`config.mk`:
```
export PLATFORM = sky130hd
export DESIGN_NAME = slurm16_memory_arbiter
export DESIGN_NICKNAME = d
export VERILOG_FILES = /design/src/rtl/slurm16_memory_arbiter.sv
export SDC_FILE = /design/constraint.sdc
export NUM_CORES = 1
export LEC_CHECK = 0
export CAP_MARGIN = 0
export CORE_AREA = 4 4 79 81
export DETAILED_ROUTE_END_ITERATION = 16
export DIE_AREA = 0 0 83 85
export DONT_BUFFER_PORTS = 1
export HOLD_SLACK_MARGIN = 0.12
export PLACE_DENSITY = 0.57
export RECOVER_POWER = 50
export SYNTH_ARGS = -nofsm -noshare
export SYNTH_HDL_FRONTEND = slang
export SYNTH_SLANG_ARGS = --single-unit
export TNS_END_PERCENT = 50
```
`constraint.sdc`:
```
create_clock -name CLK -period 9.2 [get_ports CLK]
set_input_delay 1.38 -clock CLK [delete_from_list [all_inputs] [get_ports CLK]]
set_output_delay 1.38 -clock CLK [all_outputs]
set_load 0.005 [all_outputs]
```
`src/rtl/slurm16_memory_arbiter.sv`:
```
// slurm16_memory_arbiter
// Four-master round-robin arbiter in front of a single-port synchronous RAM
// with one-cycle read latency. A master keeps the bus for at most MAX_BURST
// consecutive grants while another master is waiting.
//
// Optional build macro: SLURM16_ARB_CPU_PRIORITY_EN
//   When defined, master 0 (CPU) wins every cycle it is valid; masters 1-3
//   share the bus round-robin only while the CPU is idle.
//
// MAX_BURST must lie in 1..16.
module slurm16_memory_arbiter #(
    parameter int unsigned BITS         = 16,
    parameter int unsigned ADDRESS_BITS = 16,
    parameter int unsigned MAX_BURST    = 4
) (
    input  logic                      CLK,
    input  logic                      RSTb,
    input  logic [4*ADDRESS_BITS-1:0] req_addr,
    input  logic [4*BITS-1:0]         req_wdata,
    input  logic [3:0]                req_valid,
    input  logic [3:0]                req_wr,
    output logic [3:0]                req_ready,
    output logic [BITS-1:0]           rdata,
    output logic [3:0]                rvalid,
    output logic [ADDRESS_BITS-1:0]   mem_addr,
    output logic [BITS-1:0]           mem_wdata,
    output logic                      mem_wr,
    input  logic [BITS-1:0]           mem_rdata
);

    localparam int unsigned       CntBits   = 5;
    localparam logic [CntBits-1:0] BurstLast = CntBits'(MAX_BURST - 1);

    logic [1:0]         owner_q, owner_d;
    logic [CntBits-1:0] burst_cnt_q, burst_cnt_d;
    logic [3:0]         rd_pending_q, rd_pending_d;

    logic               grant_any;
    logic               grant_en;
    logic [1:0]         grant_idx;
    logic [2:0]         scan;

    // First valid master strictly after 'from' in circular order; bit 2 = found.
    function automatic logic [2:0] next_valid(input logic [1:0] from, input logic [3:0] valid);
        logic [2:0] res;
        logic [1:0] idx;
        res = 3'b000;
        // Walk from the farthest candidate back so the nearest one wins.
        for (int k = 3; k >= 1; k--) begin
            idx = from + 2'(k);
            if (valid[idx]) begin
                res = {1'b1, idx};
            end
        end
        return res;
    endfunction

    // Grant selection and next owner / burst count.
    always_comb begin
        owner_d     = owner_q;
        burst_cnt_d = '0;
        grant_any   = 1'b0;
        grant_idx   = owner_q;
        scan        = next_valid(owner_q, req_valid);

        if (req_valid == 4'b0000) begin
            // Idle: keep owner, restart its burst window.
            grant_any = 1'b0;
        end else if (req_valid[owner_q]) begin
            grant_any = 1'b1;
            if (burst_cnt_q < BurstLast) begin
                grant_idx   = owner_q;
                burst_cnt_d = burst_cnt_q + CntBits'(1);
            end else if (scan[2]) begin
                // Burst exhausted and someone else is waiting: hand over.
                grant_idx = scan[1:0];
                owner_d   = scan[1:0];
            end else begin
                // Burst exhausted but alone: keep going, fresh window.
                grant_idx = owner_q;
            end
        end else begin
            // Owner not requesting; at least one other bit is set, so scan hits.
            grant_any = 1'b1;
            grant_idx = scan[1:0];
            owner_d   = scan[1:0];
        end

`ifdef SLURM16_ARB_CPU_PRIORITY_EN
        // CPU overrides whatever the round-robin picked.
        if (req_valid[0]) begin
            grant_any   = 1'b1;
            grant_idx   = 2'd0;
            owner_d     = 2'd0;
            burst_cnt_d = '0;
        end
`endif
    end

    // Grant decode and memory-side mux; nothing is granted while reset is asserted.
    always_comb begin
        grant_en  = grant_any & RSTb;
        req_ready = 4'b0000;
        mem_addr  = '0;
        mem_wdata = '0;
        mem_wr    = 1'b0;
        if (grant_en) begin
            req_ready = 4'b0001 << grant_idx;
            mem_addr  = req_addr[grant_idx*ADDRESS_BITS +: ADDRESS_BITS];
            mem_wdata = req_wdata[grant_idx*BITS +: BITS];
            mem_wr    = req_wr[grant_idx];
        end
        rd_pending_d = req_ready & ~req_wr;
    end

    // Arbitration state and one-cycle read-return tracking.
    always_ff @(posedge CLK or negedge RSTb) begin
        if (!RSTb) begin
            owner_q      <= 2'd3;
            burst_cnt_q  <= '0;
            rd_pending_q <= 4'b0000;
        end else begin
            owner_q      <= owner_d;
            burst_cnt_q  <= burst_cnt_d;
            rd_pending_q <= rd_pending_d;
        end
    end

    assign rvalid = rd_pending_q;
    assign rdata  = mem_rdata;

endmodule

```
---- After elaboration in Yosys (flattened, before gate mapping) ----
Cells that the tools add are included.
cells by class
  $mul .................................... 0
  shift-type cells ........................ 3
  reductions and logical operators ........ 1
  bitwise logic cells ..................... 3
  $lt $le $gt $ge ......................... 6
  div/mod/pow operators ................... 0
  equality and inequality tests ........... 0
  mux-type cells .......................... 25
  $add $sub $neg .......................... 4
operator list
  operator             number
  $shiftx 64x7->16     2
  $mux 16              2
  $lt 2x3->1 const B   5
  $mux 5               3
  $bmux 1 s2           5
  $mux 3               3
  $mux 2               4
  $mux 1               7
  $add 5x1->5 const B  1
  $lt 5x2->1 const B   1
  $add 2x2->2 const B  2
  $and 4x4->4          1
  $logic_not 4->1      1
  $mux 4               1
  $not 4->4            1
  $shl 1x2->4 const A  1
  $add 2x1->2 const B  1
  $and 1x1->1          1
word-level totals
  bits in registers ....................... 11
  memories kept ........................... 0
  output and inout port bits .............. 57
  input port bits ......................... 154
  memory bits (read-only) ................. 0
  RAM bits ................................ 0
  bits in latches ......................... 0

---- Depth between registers and ports, before layout ----
Gate-level depths: netlist of the first run.
  depth after elaboration ................. 13
  gate-level depth with buffers ........... 9
  mapped depth without buffers ............ 6

---- Worst setup path after synthesis of the first run ----
Ideal clock, no wire load.
  path kind ............................... input port to output port
  start ................................... input port req_valid[3]
  end ..................................... output port mem_wdata[6]
  cell stages on the path ................. 9
  setup slack ............................. 4.368 ns
  arrival time ............................ 3.452 ns
  cells stage by stage .................... clkbuf_1 > or4b_2 > a21oi_1 > a22o_1 > mux2_4 > or2_1 > buf_6 > buf_6 > o22ai_1
on the way
  cells in the longest elaborated chain, start to end .. 11
  elaborated cells between the ends (all ways) .. 20
  classes of those cells .................. 1 x shift; 17 x mux; 1 x bitwise; 1 x reduce/logical
RTL lines
  what                          RTL line  text
  start: declaration            20        input logic [3:0] req_valid,
  $bmux 1 s2                    51        if (valid[idx]) begin
  $mux 1 (implied by the code)  51
  $mux 3 (3 in a row)           51
  $mux 2 (3 in a row)           -
  $mux 2 *                      -
  named net grant_idx[0]        40        logic [1:0] grant_idx;
  $shiftx 64x7->16 *            110       mem_wdata = req_wdata[grant_idx*BITS +: BITS];
  $mux 16 *                     107       if (grant_en) begin
  end: declaration              26        output logic [BITS-1:0] mem_wdata,
Mark *: on every way through the listed nets, which the timed path passes. The rest lies on a longest branch. The select of a mux whose other input is x is not followed.

---- Worst setup path in the final report of the first run ----
  start ................................... input port req_valid[3]
  end ..................................... output port mem_addr[12]
on the way
  cells in the longest elaborated chain, start to end .. 11
  elaborated cells between the ends (all ways) .. 20
  classes of those cells .................. 1 x shift; 17 x mux; 1 x bitwise; 1 x reduce/logical
RTL lines
  what                          RTL line  text
  $bmux 1 s2                    51
  $mux 1 (implied by the code)  51
  $mux 3 (3 in a row)           51
  $mux 2 (4 in a row)           -
  $shiftx 64x7->16              109       mem_addr = req_addr[grant_idx*ADDRESS_BITS +: ADDRESS_BITS];
  $mux 16 *                     107
  end: declaration              25        output logic [ADDRESS_BITS-1:0] mem_addr,
Every way passes the cells marked *; elsewhere a longest branch is shown, timed or not. The select of a mux whose other input is x is not followed.

==> flow_summary.ini, run 1 <==
[route]
wl_per_cell_microns = 22.0
num_vias = 1414
drc = 0
drtIter0Drc = 58
finalWirelength_microns = 5140
postRouteAntennaNets = 0
vias_per_cell = 6.04
first_pass_iters = 4

[final_layout]
area_delta_synth_final_pct = -5.05
seq_area_sq_um = 278
layout.cells.most_common = mux2i_1
mostFrequentLayoutCells = mux2i_1 (67), o22ai_2 (25), dfrtp_1 (9)
fin_util = 0.323
fillerInstances = 586
final_layout_size_suffix_gt1_frac = 0.241
layout.nets = 318
multi_input_area_sq_um = 1330
diodes = 0
instances_no_fill = 234

[clock_network]
htree_levels = 1
cts_setup_buffers = 0
holdBufCountCts = 0
insertion_delay_ns = 0.24
cts_made_buffers = 3
cts-root-buf = clkbuf_8
cts_tree = yes
cts_resized = 0
clk_pin_slew_worst_paths_ns = 0.05
cts_sinks = 11
cts_buffer_depth = 2

[die]
rows = 27
die_h_microns = 85
initial_core_util = 0.340
die_w_microns = 83
ios = 211
core_area_sq_um = 5470
die-area_sq_um = 7060

[timing]
worst_pin_slew_ns = 2.29
hold_violations = 0
rsz0062_at_grt = false
fmax_mhz = 166
setup_violations = 0
drv_slew = 40
fin_tns_setup_ns = 0
finalClockSkew_ns = 0.00140
relSlewSlack = -0.525
min_period_ns = 6.02
fin_crit_sh = 0.655

[synthesis]
synth_area_leader_cell = mux2i_1
yosysWarningCount = 0
syn_avg_cell_area_sq_um = 9.84
synth_area_leaders = mux2i_1 (36%), o22ai_2 (17%), dfrtp_1 (12%)
synth_cells = 189
syn_area_sq_um = 1860
synth_cell_types = 36
synth_seq_cells = 11
yosysSeqAreaShare = 0.149
synth_top_area_share = 0.361

[critical_path]
cp.required_ns = 7.82
cp-end-kind = output port
crit_fanout = 39
start_kind = primary input
worstPathArrival_ns = 4.64
crit_type = in -> out
reg2regPathDepth = 5

[pwr]
ir_worst_vdd_mv = 0.113
p_leak_uw = 0.000723
powerDensity_nw_per_um2 = 315

[placement]
dp_cells = 230
gp_congestion = 0.745
io_buffers = 0
dp_hpwl_microns = 4160

[global_routing]
antenna_found_initial = 0
grt.total_usage = 0.125
grt_max_degree = 40
grt_pass1_wl_microns = 7500
grt_pass1_vias = 1360
overflow = 0

[hold_path]
hold_path_depth = 1
hold_class = reg -> reg

[outcome]
violations = capacitance limit, slew limit
outcome = finished with violations

[job]
drv_cap = 1
==> state kept, by name (all words and copies together) (netlist names) <==
name,cells
burst_cnt_q,5
owner_q,2
rvalid,4
==> layer usage <==
metal | up-vias | wire length, microns | track usage
li1 | 653 | - | -
met1 | 662 | 1890 | 0.145
met2 | 95 | 2720 | 0.232
met3 | 4 | 510 | 0.0447
met4 | 0 | 16 | 0.00892
met5 | - | 0 | 0
==> cell usage after synthesis <==
master      n
a2111oi_0   1
a21boi_0    1
a21o_1      1
a21oi_1     1
a22o_1      1
a32o_1      1
and2_0      1
and3_1      2
buf_2       6
buf_4      22
buf_6       4
clkbuf_1    3
conb_1      1
dfrtp_1     9
dfstp_2     2
ha_1        1
mux2_4      1
mux2i_1    67
mux4_2      1
nand2_1     5
nand2b_1    2
nor2_1      6
nor2b_1     3
nor3_1      2
nor3_2      1
nor3b_1     1
nor3b_2     1
o211ai_1    2
o21ai_0     2
o21ai_1     1
o22ai_1     8
o22ai_2    25
o2bb2ai_1   1
o41ai_1     1
or2_1       1
or4b_2      1
==> worst max-delay path, stage by stage <==
cell and delay, ns:
mux4_2 0.52, a22o_1 0.26, o21ai_0 0.22, clkbuf_1 1.66, mux2i_1 0.29, o22ai_2 0.30
==> metrics by stage <==
step / instance area (sq um) / worst slack (ns) / total power, uW / hold slack (ns)
after global placement: 1740 / 4.05 / 502 / 0.453
after global routing: 1770 / 2.78 / 599 / 0.487
after detailed placement: 1740 / 4.02 / 506 / 0.447
after floorplan: 1860 / 4.37 / 482 / 0.424
after CTS: 1780 / 4.01 / 556 / 0.460
final: 1770 / 3.18 / 555 / 0.468
==> kinds of logic after synthesis <==
logic type               share of synthesized area
AO/OA/AOI/OAI                                0.246
AND/OR/NAND/NOR                             0.0794
other                                      0.00202
multiplexers                                 0.381
buffers and inverters                        0.135
adder cells (fa/ha/maj)                    0.00673
flip-flops                                   0.149
==> cell type report <==
type                       count  area share
timing repair buffer           3      0.0106
tap                           72      0.0510
clock inverter                 1     0.00283
sequential                    11       0.157
clock buffer                   3      0.0234
multi-input combinational    144       0.755
==> power breakdown <==
part / total, uW / switching, uW / internal, uW
clock network: 47.7 / 18.0 / 29.7
logic: 432 / 232 / 200
registers: 75.8 / 14.4 / 61.4
total: 555 / 264 / 292
==> path summary, 6_finish.rpt <==
kind / from / to / slack [ns]
min reg2reg: burst_cnt_q[0] / burst_cnt_q[0] / 0.47
min in group asynchronous: RSTb / burst_cnt_q[0] / 0.83
max reg2reg: owner_q[1] / rvalid[2] / 5.34
max: req_valid[3] / mem_addr[12] / 3.18
min: burst_cnt_q[0] / burst_cnt_q[0] / 0.47
max in group asynchronous: RSTb / owner_q[1] / 8.20
Power figures use the tool's default switching activity.
==> run 2: changes to the inputs <==
--- a/config.mk
+++ b/config.mk
@@ -11,7 +11,7 @@
 export DIE_AREA = 0 0 83 85
 export DONT_BUFFER_PORTS = 1
 export HOLD_SLACK_MARGIN = 0.12
-export PLACE_DENSITY = 0.57
+export PLACE_DENSITY = 0.59
 export RECOVER_POWER = 50
 export SYNTH_ARGS = -nofsm -noshare
 export SYNTH_HDL_FRONTEND = slang
==> constraint.sdc (replaced) <==
create_clock -name CLK -period 5.3 [get_ports CLK]
set_input_delay 0.795 -clock CLK [delete_from_list [all_inputs] [get_ports CLK]]
set_output_delay 0.795 -clock CLK [all_outputs]
set_load 0.005 [all_outputs]
==> flow_summary.ini, run 2 (synthesized netlist as in run 1, its figures left out) <==
[route]
drtIter0Drc = 53
wl_met1_microns = 2030
finalWirelength_microns = 5230
wl_met2_microns = 2760
num_vias = 1404
postRouteAntennaNets = 0
first_pass_iters = 4
wl_per_cell_microns = 22.4
top_layer = met4
drc = 0
route.met3.wl_microns = 401
vias_per_cell = 6.00

[critical_path]
cp.required_ns = 4.51
cp-end-kind = output port
crit_type = reg -> out
crit_fanout = 37
start_kind = register
worstPathArrival_ns = 3.37

[die]
die-area_sq_um = 7060
core_area_sq_um = 5470
initial_core_util = 0.340
ios = 211
die_w_microns = 83
rows = 27
die_h_microns = 85

[pwr]
p_int_uw = 500
switching_share = 0.478
pwr-share-comb = 0.781
powerDensity_nw_per_um2 = 537
pwr-share-clk = 0.084
p_leak_uw = 0.000730
p_switching_uw = 459
seq_power_share = 0.135
p_total_uw = 959
ir_worst_vdd_mv = 0.358

[global_routing]
antenna_found_initial = 0
grt_pass1_vias = 1437
grt_max_degree = 42
grt_pass1_wl_microns = 7730
overflow = 0
grt.total_usage = 0.130

[timing]
fin_tns_setup_ns = 0
relSlewSlack = 0.309
finalClockSkew_ns = 0.00434
drv_slew = 0
fmax_mhz = 240
worst_pin_slew_ns = 1.04
min_period_ns = 4.16
rsz0062_at_grt = false
setup_violations = 0
fin_crit_sh = 0.786
hold_violations = 0

[clock_network]
holdBufCountCts = 0
insertion_delay_ns = 0.23
cts_resized = 0
clk_pin_slew_worst_paths_ns = 0.05
cts-root-buf = clkbuf_8
cts_made_buffers = 3
cts_buffer_depth = 2
htree_levels = 1
cts_sinks = 11
cts_setup_buffers = 0
cts_tree = yes

[final_layout]
diodes = 0
largest-register = burst_cnt_q
area_delta_synth_final_pct = -3.90
layout.nets = 318
seq_area_sq_um = 278
mostFrequentLayoutCells = mux2i_1 (67), o22ai_2 (25), dfrtp_1 (9)
largest_reg_flops = 5
final_layout_size_suffix_gt1_frac = 0.235
fillerInstances = 593
layout.cells.most_common = mux2i_1
multi_input_area_sq_um = 1340

[placement]
io_buffers = 0
dp_hpwl_microns = 4250
gp_congestion = 0.805

[outcome]
outcome = complete, no violations

[hold_path]
hold_class = in -> async

[job]
drv_cap = 0
## run 2: changes by cell type in the layout (fill, tap and decap cells not counted)
cell / delta
clkinv_2: -1
dfstp_1: +1
nor3b_2: -1
nor3b_1: +1
o21ai_4: +1
o21ai_0: -1
dfstp_2: -1
buf_12: +1
## run 2: layout make-up
type                       count  area share
tap                           72      0.0504
clock buffer                   4      0.0252
timing repair buffer           3      0.0196
sequential                    11       0.155
multi-input combinational    144       0.749
## run 2: path summary, 6_finish.rpt
check	startpoint	endpoint	slack, ns	cells past startpoint
hold / removal	RSTb	rvalid[2]	0.25	0
hold reg to reg	burst_cnt_q[0]	burst_cnt_q[0]	0.46	1
min in group CLK	burst_cnt_q[0]	burst_cnt_q[0]	0.46	1
setup reg to reg	owner_q[1]	rvalid[2]	2.15	6
max in group asynchronous	RSTb	owner_q[1]	4.88	0
setup / recovery	owner_q[1]	mem_wdata[15]	1.14	6
## run 2: power by group through the flow
stage,Combinational (uW),Clock (uW),Sequential [uW]
3_3_place_gp,756,0,132
6_report,749,80.4,130
3_5_place_dp,763,0,132
5_1_grt,809,89.9,133
2_1_floorplan,726,0,110
4_1_cts,764,82.5,131
## run 2: critical path, stage by stage (launching register included)
cell and delay [ns]:
dfstp_1 0.70, or4b_2 0.61, a21oi_1 0.16, a22o_1 0.21
mux2_1 0.38, or2_2 0.65, o22ai_1 0.38
## run 2: through the flow
stage,cell area [sq um],hold WS [ns],std cells,util,worst slack (ns)
detailed placement,1750,0.462,230,0.320,1.28
global route,1790,0.235,234,0.326,1.00
global placement,1750,0.454,230,0.320,1.32
floorplan,1860,0.424,190,-,1.64
CTS,1800,0.248,234,0.328,1.27
finish,1790,0.252,234,0.326,1.14
## run 2: routing by layer
layer / up-vias / GRT usage
met3: 8 / 0.0330
met1: 666 / 0.159
met4: 0 / 0.0267
met2: 79 / 0.229
li1: 651 / -
met5: - / 0
==> run 3: changes to the inputs <==
==> constraint.sdc (replaced) <==
create_clock -name CLK -period 3.81 [get_ports CLK]
set_input_delay 0.5715 -clock CLK [delete_from_list [all_inputs] [get_ports CLK]]
set_output_delay 0.5715 -clock CLK [all_outputs]
set_load 0.005 [all_outputs]
==> flow_summary.ini, run 3 (synthesized netlist as in run 1, its figures left out) <==
[critical_path]
cp.required_ns = 3.24
slowest_delay_ns = 0.62
crit_type = reg -> out
regToRegSetupSlack_ns = 1.29
cp-end-kind = output port
path_cells = or4b_2 -> a21oi_1 -> a22o_1 -> mux2_4 -> or2_4 -> buf_4 -> o22ai_1
r2r_start = owner_q[1]
crit_family = simple AND/OR/NAND/NOR gates
reg2regPathDepth = 6
crit_fanout = 12
startpoint = owner_q[1]
critical_path.endpoint = mem_wdata[6]
slowest_stage = dfstp_2
critical_path_depth = 7
r2r-end = rvalid[2]
cp.buffers_inverters = 1
worstPathArrival_ns = 2.98
start_kind = register

[clock_network]
clk_pin_slew_worst_paths_ns = 0.05
cts-root-buf = clkbuf_8
cts_setup_buffers = 0
insertion_delay_ns = 0.23
cts_made_buffers = 3
cts_buffer_depth = 2
htree_levels = 1
cts_sinks = 11
cts_tree = yes

[final_layout]
instances_no_fill = 239
largest_reg_flops = 5
layout.cells.most_common = mux2i_1
largest-register = burst_cnt_q
diodes = 0
mostFrequentLayoutCells = mux2i_1 (67), o22ai_2 (25), dfrtp_1 (9)
final_layout_size_suffix_gt1_frac = 0.269
fillerInstances = 584
area_delta_synth_final_pct = 0.202
layout.nets = 323

[timing]
relSlewSlack = 0.658
fmax_mhz = 282
hold_violations = 0
worst_pin_slew_ns = 0.512
hold_ws_ns = 0.184
fin_crit_sh = 0.931
drv_slew = 0
min_period_ns = 3.55
finalClockSkew_ns = 0.000810
fin_tns_setup_ns = 0
rsz0062_at_grt = false
setup_violations = 0

[die]
core_area_sq_um = 5470
initial_core_util = 0.340
rows = 27
die_h_microns = 85
die_w_microns = 83
die-area_sq_um = 7060
ios = 211

[placement]
io_buffers = 0
gp_congestion = 0.773
dp_hpwl_microns = 4360
dp_cells = 234

[pwr]
p_leak_uw = 0.000769
ir_worst_vdd_mv = 0.272
powerDensity_nw_per_um2 = 742

[route]
finalWirelength_microns = 5270
drc = 0
first_pass_iters = 4
vias_per_cell = 5.85
num_vias = 1397
wl_per_cell_microns = 22.0
drtIter0Drc = 34
postRouteAntennaNets = 0

[hold_path]
hold_class = in -> async

[global_routing]
overflow = 0
antenna_found_initial = 0
grt.total_usage = 0.132
grt_pass1_vias = 1441
grt_pass1_wl_microns = 7790
grt_max_degree = 40

[outcome]
outcome = complete, no violations

[job]
drv_cap = 0
## run 3: timing repair
action,in CTS,in global routing
setup endpoints to repair,0,19
endpoints found under the hold margin,9,0
hold buffers,1,0
gates resized for setup,0,1
## run 3: worst min-delay path by stage
stage	end	slack [ns]	from	cells after the start
6_report	owner_q[0]	0.18	RSTb	0
5_1_grt	owner_q[0]	0.17	RSTb	0
3_5_place_dp	burst_cnt_q[1]	0.28	RSTb	0
4_1_cts	owner_q[1]	0.18	RSTb	0
2_1_floorplan	burst_cnt_q[0]	0.28	RSTb	0
3_3_place_gp	rvalid[3]	0.28	RSTb	0
## run 3: metrics by stage
step / total power [uW] / setup WS, ns / util / instance area (sq um)
after CTS: 1400 / 0.121 / 0.340 / 1860
after global routing: 1490 / 0.0672 / 0.340 / 1860
after global placement: 1270 / 0.366 / 0.330 / 1810
after floorplan: 1160 / 0.595 / - / 1860
after detailed placement: 1280 / 0.355 / 0.330 / 1810
final: 1380 / 0.262 / 0.340 / 1860
## run 3: routing by layer
| metal | wire length [microns] | up-vias | GRT usage |
|---|---|---|---|
| li1 | - | 658 | - |
| met1 | 2010 | 658 | 0.155 |
| met2 | 2840 | 73 | 0.241 |
| met3 | 370 | 8 | 0.0311 |
| met4 | 44 | 0 | 0.0327 |
| met5 | 0 | - | 0 |
## run 3: report_power, final
group	total (uW)	internal (uW)	switching, uW
clock	111	72.9	37.7
sequential	180	147	33.0
combinational	1090	519	574
total	1380	739	644
## run 3: layout make-up
class / instances / area (sq um) / share of cell area
repair buffers: 8 / 100 / 0.0537
flip-flops and latches: 11 / 278 / 0.149
well taps: 72 / 90.1 / 0.0484
multi-input cells: 144 / 1350 / 0.725
clock buffers: 4 / 45.0 / 0.0242
